==> config.mk <==
export PLATFORM = sky130hd
export DESIGN_NAME = trap_shaper_pd
export DESIGN_NICKNAME = d
export VERILOG_FILES = /design/src/rtl/shaper_pkg.sv /design/src/rtl/sample_delay_line.sv /design/src/rtl/trap_shaper_pd.sv
export SDC_FILE = /design/constraint.sdc
export NUM_CORES = 1
export LEC_CHECK = 0
export BUFFER_PORTS_ARGS = -buffer_cell sky130_fd_sc_hd__buf_2
export CORE_ASPECT_RATIO = 0.6
export CORE_UTILIZATION = 34
export DETAILED_ROUTE_END_ITERATION = 6
export GPL_TIMING_DRIVEN = 0
export PLACE_DENSITY = 0.58
export SLEW_MARGIN = 5
export SYNTH_ARGS = -nofsm -noshare
export SYNTH_HDL_FRONTEND = slang
export SYNTH_SLANG_ARGS = --single-unit
==> constraint.sdc <==
create_clock -name clk -period 9 [get_ports clk]
set_input_delay 0.45 -clock clk [delete_from_list [all_inputs] [get_ports clk]]
set_output_delay 0.45 -clock clk [all_outputs]
set_load 0.05 [all_outputs]
==> src/rtl/shaper_pkg.sv <==
// Shared state type, default parameters and saturation helper for the
// trapezoidal shaper and its peak detector.
package shaper_pkg;

    localparam int                 DEF_DATA_W  = 8;
    localparam int                 DEF_OUT_W   = 8;
    localparam int                 DEF_ACC_W   = 24;
    localparam int                 DEF_K       = 4;
    localparam int                 DEF_L       = 8;
    localparam logic signed [15:0] DEF_M       = 16'sd0;
    localparam int                 DEF_SHIFT   = 0;
    localparam int                 DEF_HOLDOFF = 2;

    typedef enum logic [1:0] {
        IDLE,
        ABOVE,
        HOLD
    } peak_state_e;

    // Clamps a sign-extended value into the range of a signed word of the given width.
    function automatic logic signed [63:0] saturate(input logic signed [63:0] value,
                                                    input int                 width);
        logic signed [63:0] hi;
        logic signed [63:0] lo;
        hi = (64'sd1 <<< (width - 1)) - 64'sd1;
        lo = -(64'sd1 <<< (width - 1));
        if (value > hi) return hi;
        if (value < lo) return lo;
        return value;
    endfunction

endpackage

==> src/rtl/sample_delay_line.sv <==
// Enable-gated shift register holding the most recent DEPTH accepted samples,
// with taps at TAP_K, TAP_L and DEPTH samples back.
module sample_delay_line #(
    parameter int WIDTH = 8,
    parameter int DEPTH = 12,
    parameter int TAP_K = 4,
    parameter int TAP_L = 8
) (
    input  logic             clk,
    input  logic             rst,
    input  logic             en_i,
    input  logic [WIDTH-1:0] data_i,
    output logic [WIDTH-1:0] tap_k_o,
    output logic [WIDTH-1:0] tap_l_o,
    output logic [WIDTH-1:0] tap_kl_o
);

    logic [WIDTH-1:0] hist_q [DEPTH];

    // NOTE: the history is reset rather than left undefined because the filter
    // treats every sample before the first accepted one as zero.
    always_ff @(posedge clk or posedge rst) begin
        if (rst) begin
            for (int i = 0; i < DEPTH; i++) hist_q[i] <= '0;
        end else if (en_i) begin
            hist_q[0] <= data_i;
            for (int i = 1; i < DEPTH; i++) hist_q[i] <= hist_q[i-1];
        end
    end

    assign tap_k_o  = hist_q[TAP_K-1];
    assign tap_l_o  = hist_q[TAP_L-1];
    assign tap_kl_o = hist_q[DEPTH-1];

endmodule

==> src/rtl/trap_shaper_pd.sv <==
// Trapezoidal shaper with pole-zero correction and output saturation, followed
// by a threshold peak detector reporting the maximum and width of each pulse.
module trap_shaper_pd
    import shaper_pkg::*;
#(
    parameter int                 DATA_W  = DEF_DATA_W,
    parameter int                 OUT_W   = DEF_OUT_W,
    parameter int                 ACC_W   = DEF_ACC_W,
    parameter int                 K       = DEF_K,
    parameter int                 L       = DEF_L,
    parameter logic signed [15:0] M       = DEF_M,
    parameter int                 SHIFT   = DEF_SHIFT,
    parameter int                 HOLDOFF = DEF_HOLDOFF
) (
    input  logic                     clk,
    input  logic                     rst,
    input  logic                     in_valid,
    input  logic signed [DATA_W-1:0] in_data,
    input  logic signed [OUT_W-1:0]  threshold,
    output logic                     out_valid,
    output logic signed [OUT_W-1:0]  out_data,
    output logic                     out_sat,
    output logic                     peak_valid,
    output logic signed [OUT_W-1:0]  peak_value,
    output logic [15:0]              peak_width
);

    localparam logic signed [ACC_W-1:0] M_EXT     = ACC_W'(M);
    localparam logic [15:0]             HOLD_LAST = (HOLDOFF == 0) ? 16'd0 : 16'(HOLDOFF - 1);

    logic [DATA_W-1:0] tap_k, tap_l, tap_kl;

    sample_delay_line #(
        .WIDTH (DATA_W),
        .DEPTH (K + L),
        .TAP_K (K),
        .TAP_L (L)
    ) u_history (
        .clk      (clk),
        .rst      (rst),
        .en_i     (in_valid),
        .data_i   (in_data),
        .tap_k_o  (tap_k),
        .tap_l_o  (tap_l),
        .tap_kl_o (tap_kl)
    );

    logic signed [ACC_W-1:0] d_q, p_q, m_q, r_q, s_q;
    logic signed [ACC_W-1:0] d_d, p_d, m_d, r_d, s_d, shifted;
    logic signed [63:0]      y_wide;
    logic signed [OUT_W-1:0] y_q, y_d;
    logic                    sat_q, sat_d, out_valid_q;

    always_comb begin
        d_d     = ACC_W'(in_data) - ACC_W'($signed(tap_k))
                - ACC_W'($signed(tap_l)) + ACC_W'($signed(tap_kl));
        p_d     = p_q + d_q;
        m_d     = d_q * M_EXT;
        r_d     = p_q + m_q;
        s_d     = s_q + r_q;
        shifted = s_q >>> SHIFT;
        y_wide  = saturate(64'(shifted), OUT_W);
        y_d     = OUT_W'(y_wide);
        sat_d   = (y_wide != 64'(shifted));
    end

    // NOTE: non-blocking assignments let every stage sample its predecessor's
    // pre-edge value, which is what makes this a pipeline.
    always_ff @(posedge clk or posedge rst) begin
        if (rst) begin
            d_q         <= '0;
            p_q         <= '0;
            m_q         <= '0;
            r_q         <= '0;
            s_q         <= '0;
            y_q         <= '0;
            sat_q       <= 1'b0;
            out_valid_q <= 1'b0;
        end else begin
            out_valid_q <= in_valid;
            if (in_valid) begin
                d_q   <= d_d;
                p_q   <= p_d;
                m_q   <= m_d;
                r_q   <= r_d;
                s_q   <= s_d;
                y_q   <= y_d;
                sat_q <= sat_d;
            end
        end
    end

    peak_state_e             state_q;
    logic signed [OUT_W-1:0] max_q, peak_value_q;
    logic [15:0]             width_q, hold_cnt_q, peak_width_q;
    logic                    peak_valid_q;

    // The detector looks at the value being loaded into out_data, so a report
    // appears in the same cycle as the first sample at or below threshold.
    always_ff @(posedge clk or posedge rst) begin
        if (rst) begin
            state_q      <= IDLE;
            max_q        <= '0;
            width_q      <= '0;
            hold_cnt_q   <= '0;
            peak_valid_q <= 1'b0;
            peak_value_q <= '0;
            peak_width_q <= '0;
        end else begin
            peak_valid_q <= 1'b0;
            if (in_valid) begin
                case (state_q)
                    IDLE: begin
                        if (y_d > threshold) begin
                            state_q <= ABOVE;
                            max_q   <= y_d;
                            width_q <= 16'd1;
                        end
                    end
                    ABOVE: begin
                        if (y_d > threshold) begin
                            if (y_d > max_q) max_q <= y_d;
                            if (width_q != 16'hFFFF) width_q <= width_q + 16'd1;
                        end else begin
                            state_q      <= HOLD;
                            hold_cnt_q   <= '0;
                            peak_valid_q <= 1'b1;
                            peak_value_q <= max_q;
                            peak_width_q <= width_q;
                        end
                    end
                    HOLD: begin
                        if (hold_cnt_q == HOLD_LAST) state_q <= IDLE;
                        else                         hold_cnt_q <= hold_cnt_q + 16'd1;
                    end
                    default: state_q <= IDLE;
                endcase
            end
        end
    end

    assign out_valid  = out_valid_q;
    assign out_data   = y_q;
    assign out_sat    = sat_q;
    assign peak_valid = peak_valid_q;
    assign peak_value = peak_value_q;
    assign peak_width = peak_width_q;

endmodule

# Word level (Yosys, flattened, before mapping)
# Cells that the tools add are included.
[word_totals]
word_cells = 83
ff_bits = 269
input_bits = 19
[op_classes]
add_sub_neg = 7
n_mux = 25
order_cmp = 4
n_eq_ne = 12
reduce_logical = 8
bitwise = 1
[ops]
columns = ["operator", "n"]
rows = [
  ["$mux W64", 4],
  ["$mux W16", 5],
  ["$ne A64 B24 Y1", 1],
  ["$pmux W16 S2", 2],
  ["$add A24 B24 Y24", 2],
  ["$add A16 B1 Y16 const B", 2],
  ["$gt A24 B8 Y1 const B", 1],
  ["$lt A24 B8 Y1 const B", 1],
  ["$mux W8", 3],
  ["$eq A16 B1 Y1 const B", 1],
  ["$gt A8 B8 Y1", 2],
  ["$ne A16 B16 Y1 const B", 1],
  ["$pmux W8 S2", 1],
  ["$ne A2 B2 Y1 const B", 7],
  ["$add A10 B8 Y11", 1],
  ["$reduce_and A5 Y1", 2],
  ["$sub A9 B8 Y10", 1],
  ["$sub A8 B8 Y9", 1],
  ["$reduce_and A4 Y1", 2],
  ["$mux W1", 6],
  ["$mux W2", 3],
  ["$pmux W2 S3", 1],
  ["$reduce_bool A2 Y1", 2],
  ["$reduce_and A3 Y1", 1],
  ["4 further kinds", 4],
]

# Logic depth before layout (Yosys ltp)
[depth]
word_depth = 9
ltp_mapped = 17

# Modules after synthesis
# A second synthesis with hierarchy kept.
[hier_totals]
cells_unflattened = 1273
hier_area_um2 = 13944.6
[modules_own_cells]
columns = ["module", "area_each_um2", "cells_each", "n_inst"]
rows = [
  ["trap_shaper_pd", 9995.8, 1045, 1],
  ["sample_delay_line", 3948.8, 228, 1],
]

# Worst setup path after synthesis
# Ideal clock, no wire load.
[synth_timing]
kind = "register -> register"
startpoint = "reg s_q[7]"
endpoint = "reg width_q[8]"
path_buffers = 1
period_less_slack_ps = 3682
path_stages_with_launch = 17
setup_time_ps = 95
setup_slack_ps = 5318
arrival_ps = 3587
path_cell_list = "dfrtp_1 -> nand4_1 -> nor4_1 -> nand2_1 -> ha_1 -> inv_1 -> a21oi_1 -> ha_1 -> nand4_1 -> nor2_1 -> or4_4 -> a21oi_2 -> o21ai_2 -> a41o_1 -> buf_6 -> or3_4 -> o31ai_1"
[synth_via]
elab_chain_cells = 8
word_cells_on_any_way = 12
cone_classes = "order compare (3); eq/ne (2); mux (6); reduce/logical (1)"
[synth_rtl]
columns = ["element", "line", "rtl"]
rows = [
  ["start: declaration", "trap_shaper_pd.sv:48", "logic signed [ACC_W-1:0] d_q, p_q, m_q, r_q, s_q;"],
  ["start signal: assignment", "trap_shaper_pd.sv:75", "s_q <= '0;"],
  ["start signal: assignment", "trap_shaper_pd.sv:86", "s_q <= s_d;"],
  ["$lt A24 B8 Y1", "shaper_pkg.sv:28", "if (value < lo) return lo;"],
  ["$mux W1 (2 in series)", "shaper_pkg.sv:28", ""],
  ["$mux W64", "shaper_pkg.sv:29", "return value;"],
  ["$mux W64 (*)", "shaper_pkg.sv:28", ""],
  ["$gt A8 B8 Y1 (*)", "trap_shaper_pd.sv:114, trap_shaper_pd.sv:121", ""],
  ["$ne A2 B2 Y1 (no line)", "--", ""],
  ["$reduce_and A5 Y1 (no line) (*)", "--", ""],
  ["end signal: assignment", "trap_shaper_pd.sv:123", "if (width_q != 16'hFFFF) width_q <= width_q + 16'd1;"],
  ["end: declaration", "trap_shaper_pd.sv:95", "logic [15:0] width_q, hold_cnt_q, peak_width_q;"],
]
# Every way passes the cells marked *; elsewhere a longest branch is shown, timed or not. The select of a mux whose other input is x is not followed.
# A chain may end at the register's enable or synchronous reset.

# Worst setup path in the final report
[layout_timing]
startpoint = "reg s_q[7]"
endpoint = "reg hold_cnt_q[9]"
[layout_via]
elab_chain_cells = 8
word_cells_on_any_way = 11
cone_classes = "order compare (3); eq/ne (1); mux (6); reduce/logical (1)"
[layout_rtl]
columns = ["element", "line", "rtl"]
rows = [
  ["$lt A24 B8 Y1", "shaper_pkg.sv:28", ""],
  ["$mux W1 (2 in series)", "shaper_pkg.sv:28", ""],
  ["$mux W64", "shaper_pkg.sv:29", ""],
  ["$mux W64 (*)", "shaper_pkg.sv:28", ""],
  ["net y_wide[1]", "trap_shaper_pd.sv:50", "logic signed [63:0] y_wide;"],
  ["$gt A8 B8 Y1 (*)", "trap_shaper_pd.sv:121", "if (y_d > threshold) begin"],
  ["$ne A2 B2 Y1 (no line) (*)", "--", ""],
  ["$reduce_and A4 Y1 (no line) (*)", "--", ""],
  ["end signal: assignment", "trap_shaper_pd.sv:134", "else hold_cnt_q <= hold_cnt_q + 16'd1;"],
  ["end: declaration", "trap_shaper_pd.sv:95", ""],
]
# The timed path passes the listed nets; every way through them passes the cells marked *. The select of a mux whose other input is x is not followed.

==> results.md <==
Outcome:
- The run finished with clean final reports.

STA:
- The count of final max-slew check failures is 0.
- The number of endpoints with negative hold slack in the final report came to 0.
- Across the routed clock network, the largest skew measured is 20.98 ps.
- The slack of the critical path is 3826 ps.
- The total setup violations reported at the end of the flow is 0.
- The transition at the pin with the smallest max-transition slack is 889.8 ps.
- The worst pin sits at a relative slew slack of 0.4068.
- The maximum operating frequency is 193.3 MHz.
- Dividing the final minimum period by the clock period gives 0.5749.
- Counting I/O delays and the setup requirement, the final critical path takes ~5200 ps.
- Setup repair after global routing left no endpoint under its margin.

Yosys:
- The post-synthesis average cell area is 11.12 um^2.
- The number of different library cells used by synthesis comes to 70.
- The share of the synthesized area in the top cell type is 0.4719.
- dfrtp_1 takes more of the synthesized area than any other cell.
- Among all flip-flop cells after synthesis, the most frequent one is dfrtp_1.
- For this run, asynchronously set or reset flops after synthesis account for 1.000.
- Synthesis produced a netlist whose cell count is 1221.
- The cell area after technology mapping is around 14000 um^2.
- The count of synthesis-stage warnings from yosys is 0.
- For this run, the register share of the synthesized area comes to 0.4719.
- The number of nets in the synthesized netlist is about 1300.
- In this run, synthesis produced a sequential element count of 256.
- By area the synthesized netlist is led by dfrtp_1, mux2_2, ha_1.
- The count of flip-flops with a built-in enable after synthesis is 0.

Layout:
- The area used by sequential logic in the layout is 6406 um^2.
- Fill cells in the final layout number 3766.
- The top cell types in the final layout, fill and taps aside, are dfrtp_1, mux2_2, nor2_1, ha_1, inv_1.
- The area of the multi-input gates is 6715 um^2.
- The fraction of layout instances using a drive strength above 1 is 0.2170.
- For this run, the share of the core covered by cells in the final layout is 0.3951.
- The finished cells cover 15470 um^2.
- The commonest non-fill, non-tap cell in the layout is dfrtp_1.
- The total number of nets in the final design is between 1000 and 1500.
- The count of cells in the finished layout, fillers not included, comes to 1849.
- The antenna diode count is 0.
- The area growth from synthesis to final layout is 13.99%.

GRT:
- Global routing finished with a remaining overflow of 0.
- For met2 alone, demand over resource in global routing was 0.2076.
- The pin count of the biggest net entering global routing is 123.
- The number of global-route vias before repair is 9183.
- The number of antenna violations at the first check in global routing is 1.
- The most heavily used metal layer in global routing is met1.
- Across every metal layer, demand over resource in global routing totals 0.1637.
- The met1 track demand over resource is 0.2750.
- The first global-routing pass estimated between 50 and 60 mm of wire.
- In the global route stage, met3 resource usage came out at 0.02883.

Placed design:
- The count of buffers inserted at the top-level ports is 53.
- The cell area after placement is 14560 um^2.
- The HPWL reported at the end of detailed placement is 23.80 mm.
- The routability-driven placement congestion ratio is roughly 0.86.
- The total instance count after detailed placement is between 1500 and 2000.
- The worst setup slack before clock tree synthesis is 3905 ps.

Floorplan:
- The full die area is 40750 um^2.
- The number of core rows is 56.
- For this configuration, the core starts out at a cell density of 0.3466.
- The die is 156.8 um tall.
- The total area inside the core boundary comes to 39170 um^2.
- 54 I/O pins were placed.
- The die span in x is 260.0 um.

Setup path:
- In this run the critical register-to-register path is launched from s_q[7].
- Across all register-to-register paths, the minimum setup slack is 3830 ps.
- The endpoint arrival time on the critical path is 5610 ps.
- The critical path launch point is s_q[7].
- The path depth of the worst reg2reg path is 14.
- The nature of the critical path endpoint is a flop.
- The worst register-to-register path ends at hold_cnt_q[9].
- The largest fanout on the critical path is 10.
- The critical path is of the flop to flop type.
- The worst setup path is launched from a flop.
- STA puts the critical path data required time at 9440 ps.

Power:
- The post-layout total power is 0.006383 W.
- Power spread over the standard cell area amounts to 412.5 nW/um^2.
- Of the total power, registers draw 0.295.
- The net switching power figure is 0.002695 W.
- The analysis attributes to cell leakage a power of about 7 nW.
- The share of power burned in combinational logic is 0.527.
- The switching share of power is 0.4222.
- Of the total power, the clock network draws 0.178.
- The highest ir drop seen on vdd is 197.2 uV.
- The internal portion of the total power is 0.003688 W.

Worst hold path:
- In this run the most critical hold path is launched from in_data[7].
- Along the worst hold path, the cell count comes to 2.
- The worst-case hold path end point is u_history.hist_q[95].
- The worst min-delay path class is input pin to flop.

Detailed routing:
- Using the TritonRoute via totals, the vias-per-cell ratio works out to 5.196.
- The routed layout has 9608 vias.
- In the final routed layout, each cell accounts on average for 17.61 um.
- The pre-antenna-repair detailed-routing pass consisted of 5 iterations.
- The count of unresolved DRC violations after routing is 0.
- After the first detailed-routing iteration, the DRC count stood at 755.
- The final layout contains routed wiring with a total length of about 33 mm.
- The number of nets with antenna violations after detailed routing is 0.

CTS:
- The root buffer cell is clkbuf_16.
- The number of sinks driven by the clock tree is ~260.
- The longest clock path from root to sink contains 3 buffers.
- The number of levels in the clock H-tree is 1.
- Post-CTS timing repair inserted 0 buffers for setup.
- For the worst-skew pair, the clock arrives at the later sink with an insertion delay of 570 ps.
- Clock tree synthesis inserted a total of 27 buffers.
- The clock-pin slew reported for the worst setup and hold paths after clock tree synthesis is 60 ps.
- TritonCTS built the clock tree.

Run:
- The max capacitance violation total is 0.
## repair_timing
action | in CTS | in global routing
hold buffers | 2 | 0
resized for setup | 0 | 0
endpoints found under the hold margin | 43 | 0
## flip-flops by register name, indices dropped and copies added (netlist names), 8 cells and up
signal,flops
u_history.hist_q,72
p_q,24
r_q,24
s_q,24
hold_cnt_q,16
peak_width,16
width_q,16
d_q,11
max_q,8
out_data,8
peak_value,8
u_history.tap_k_o,8
u_history.tap_kl_o,8
u_history.tap_l_o,8
## cell families (layout without fill, tap and decap cells)
logic type               after synthesis  count (layout)  synth area share
AO/OA/AOI/OAI                        248             248            0.1190
XOR/XNOR                              46              46           0.02968
adder cells (fa/ha/maj)               96              96           0.09899
buffers and inverters                117             223           0.03337
flip-flops                           256             256            0.4719
multiplexers                         171             171            0.1414
AND/OR/NAND/NOR                      287             287            0.1056
## cell type report
class,count,area share
Clock inverter,11,0.006550
Sequential cell,256,0.4140
Timing Repair Buffer,57,0.02199
Inverter,70,0.01747
Tap cell,522,0.04221
Multi-Input combinational cell,848,0.4340
Clock buffer,38,0.05151
Buffer,47,0.01229
## power groups by stage
| stage | Sequential [W] | Combinational (W) | Clock (W) |
|---|---|---|---|
| 3_3_place_gp | 0.00189 | 0.00324 | 0 |
| 5_1_grt | 0.00195 | 0.00373 | 0.00121 |
| 4_1_cts | 0.00189 | 0.00333 | 0.00117 |
| 3_5_place_dp | 0.00190 | 0.00331 | 0 |
| 6_report | 0.00188 | 0.00336 | 0.00114 |
| 2_1_floorplan | 0.00200 | 0.00242 | 0 |
## synthesized netlist by cell type (5+ instances only)
cell type	n
buf_1	9
o31ai_1	13
nor2b_1	8
a211o_1	5
xnor2_1	26
dfrtp_1	256
nand3_1	29
o21ai_0	68
nor3_1	18
nand2b_1	15
and3_1	19
nand4_1	15
nor2_1	77
o21ai_1	5
nor4_1	9
buf_2	5
o21bai_1	6
a21oi_1	50
a31oi_1	12
and2_1	8
mux2_2	166
o21a_1	11
o211ai_1	5
mux2i_1	5
fa_1	19
nand3b_1	7
a21o_1	25
xor2_1	20
a211oi_1	8
ha_1	77
nand2_1	63
inv_1	70
clkbuf_1	32
## per-layer routing
metal	up-vias	routed length [um]
li1	4566	-
met1	4803	18080
met2	193	12360
met3	46	1575
met4	0	554
met5	-	0
## how the worst max path moves through the flow
stage               cells after the start              to  slack (ps)
global placement                        2        max_q[3]       -1640
CTS                                    14   hold_cnt_q[6]        3880
global route                           14  hold_cnt_q[10]        3480
finish                                 14   hold_cnt_q[9]        3830
floorplan                               1          d_q[0]        1510
detailed placement                     14   hold_cnt_q[3]        3910
## through the flow
step | TNS [ps] | hold slack, ps
floorplan | 0 | 436.2
global placement | -415020 | 462.6
detailed placement | 0 | 469.2
CTS | 0 | 144.5
global route | 0 | 154.9
finish | 0 | 170.2
## worst max-delay path, stage by stage, from the launching register on
cell and delay, ps:
dfrtp_1 460, nand4_1 120, nor4_1 750, nand2_1 120, ha_1 440, o21ai_0 590, ha_1 360, nor2b_1 140
o21a_1 160, o21ai_1 150, a21oi_2 120, nor4_1 710, clkbuf_1 500, buf_2 330, nor2_1 80
Power figures use the tool's default switching activity.
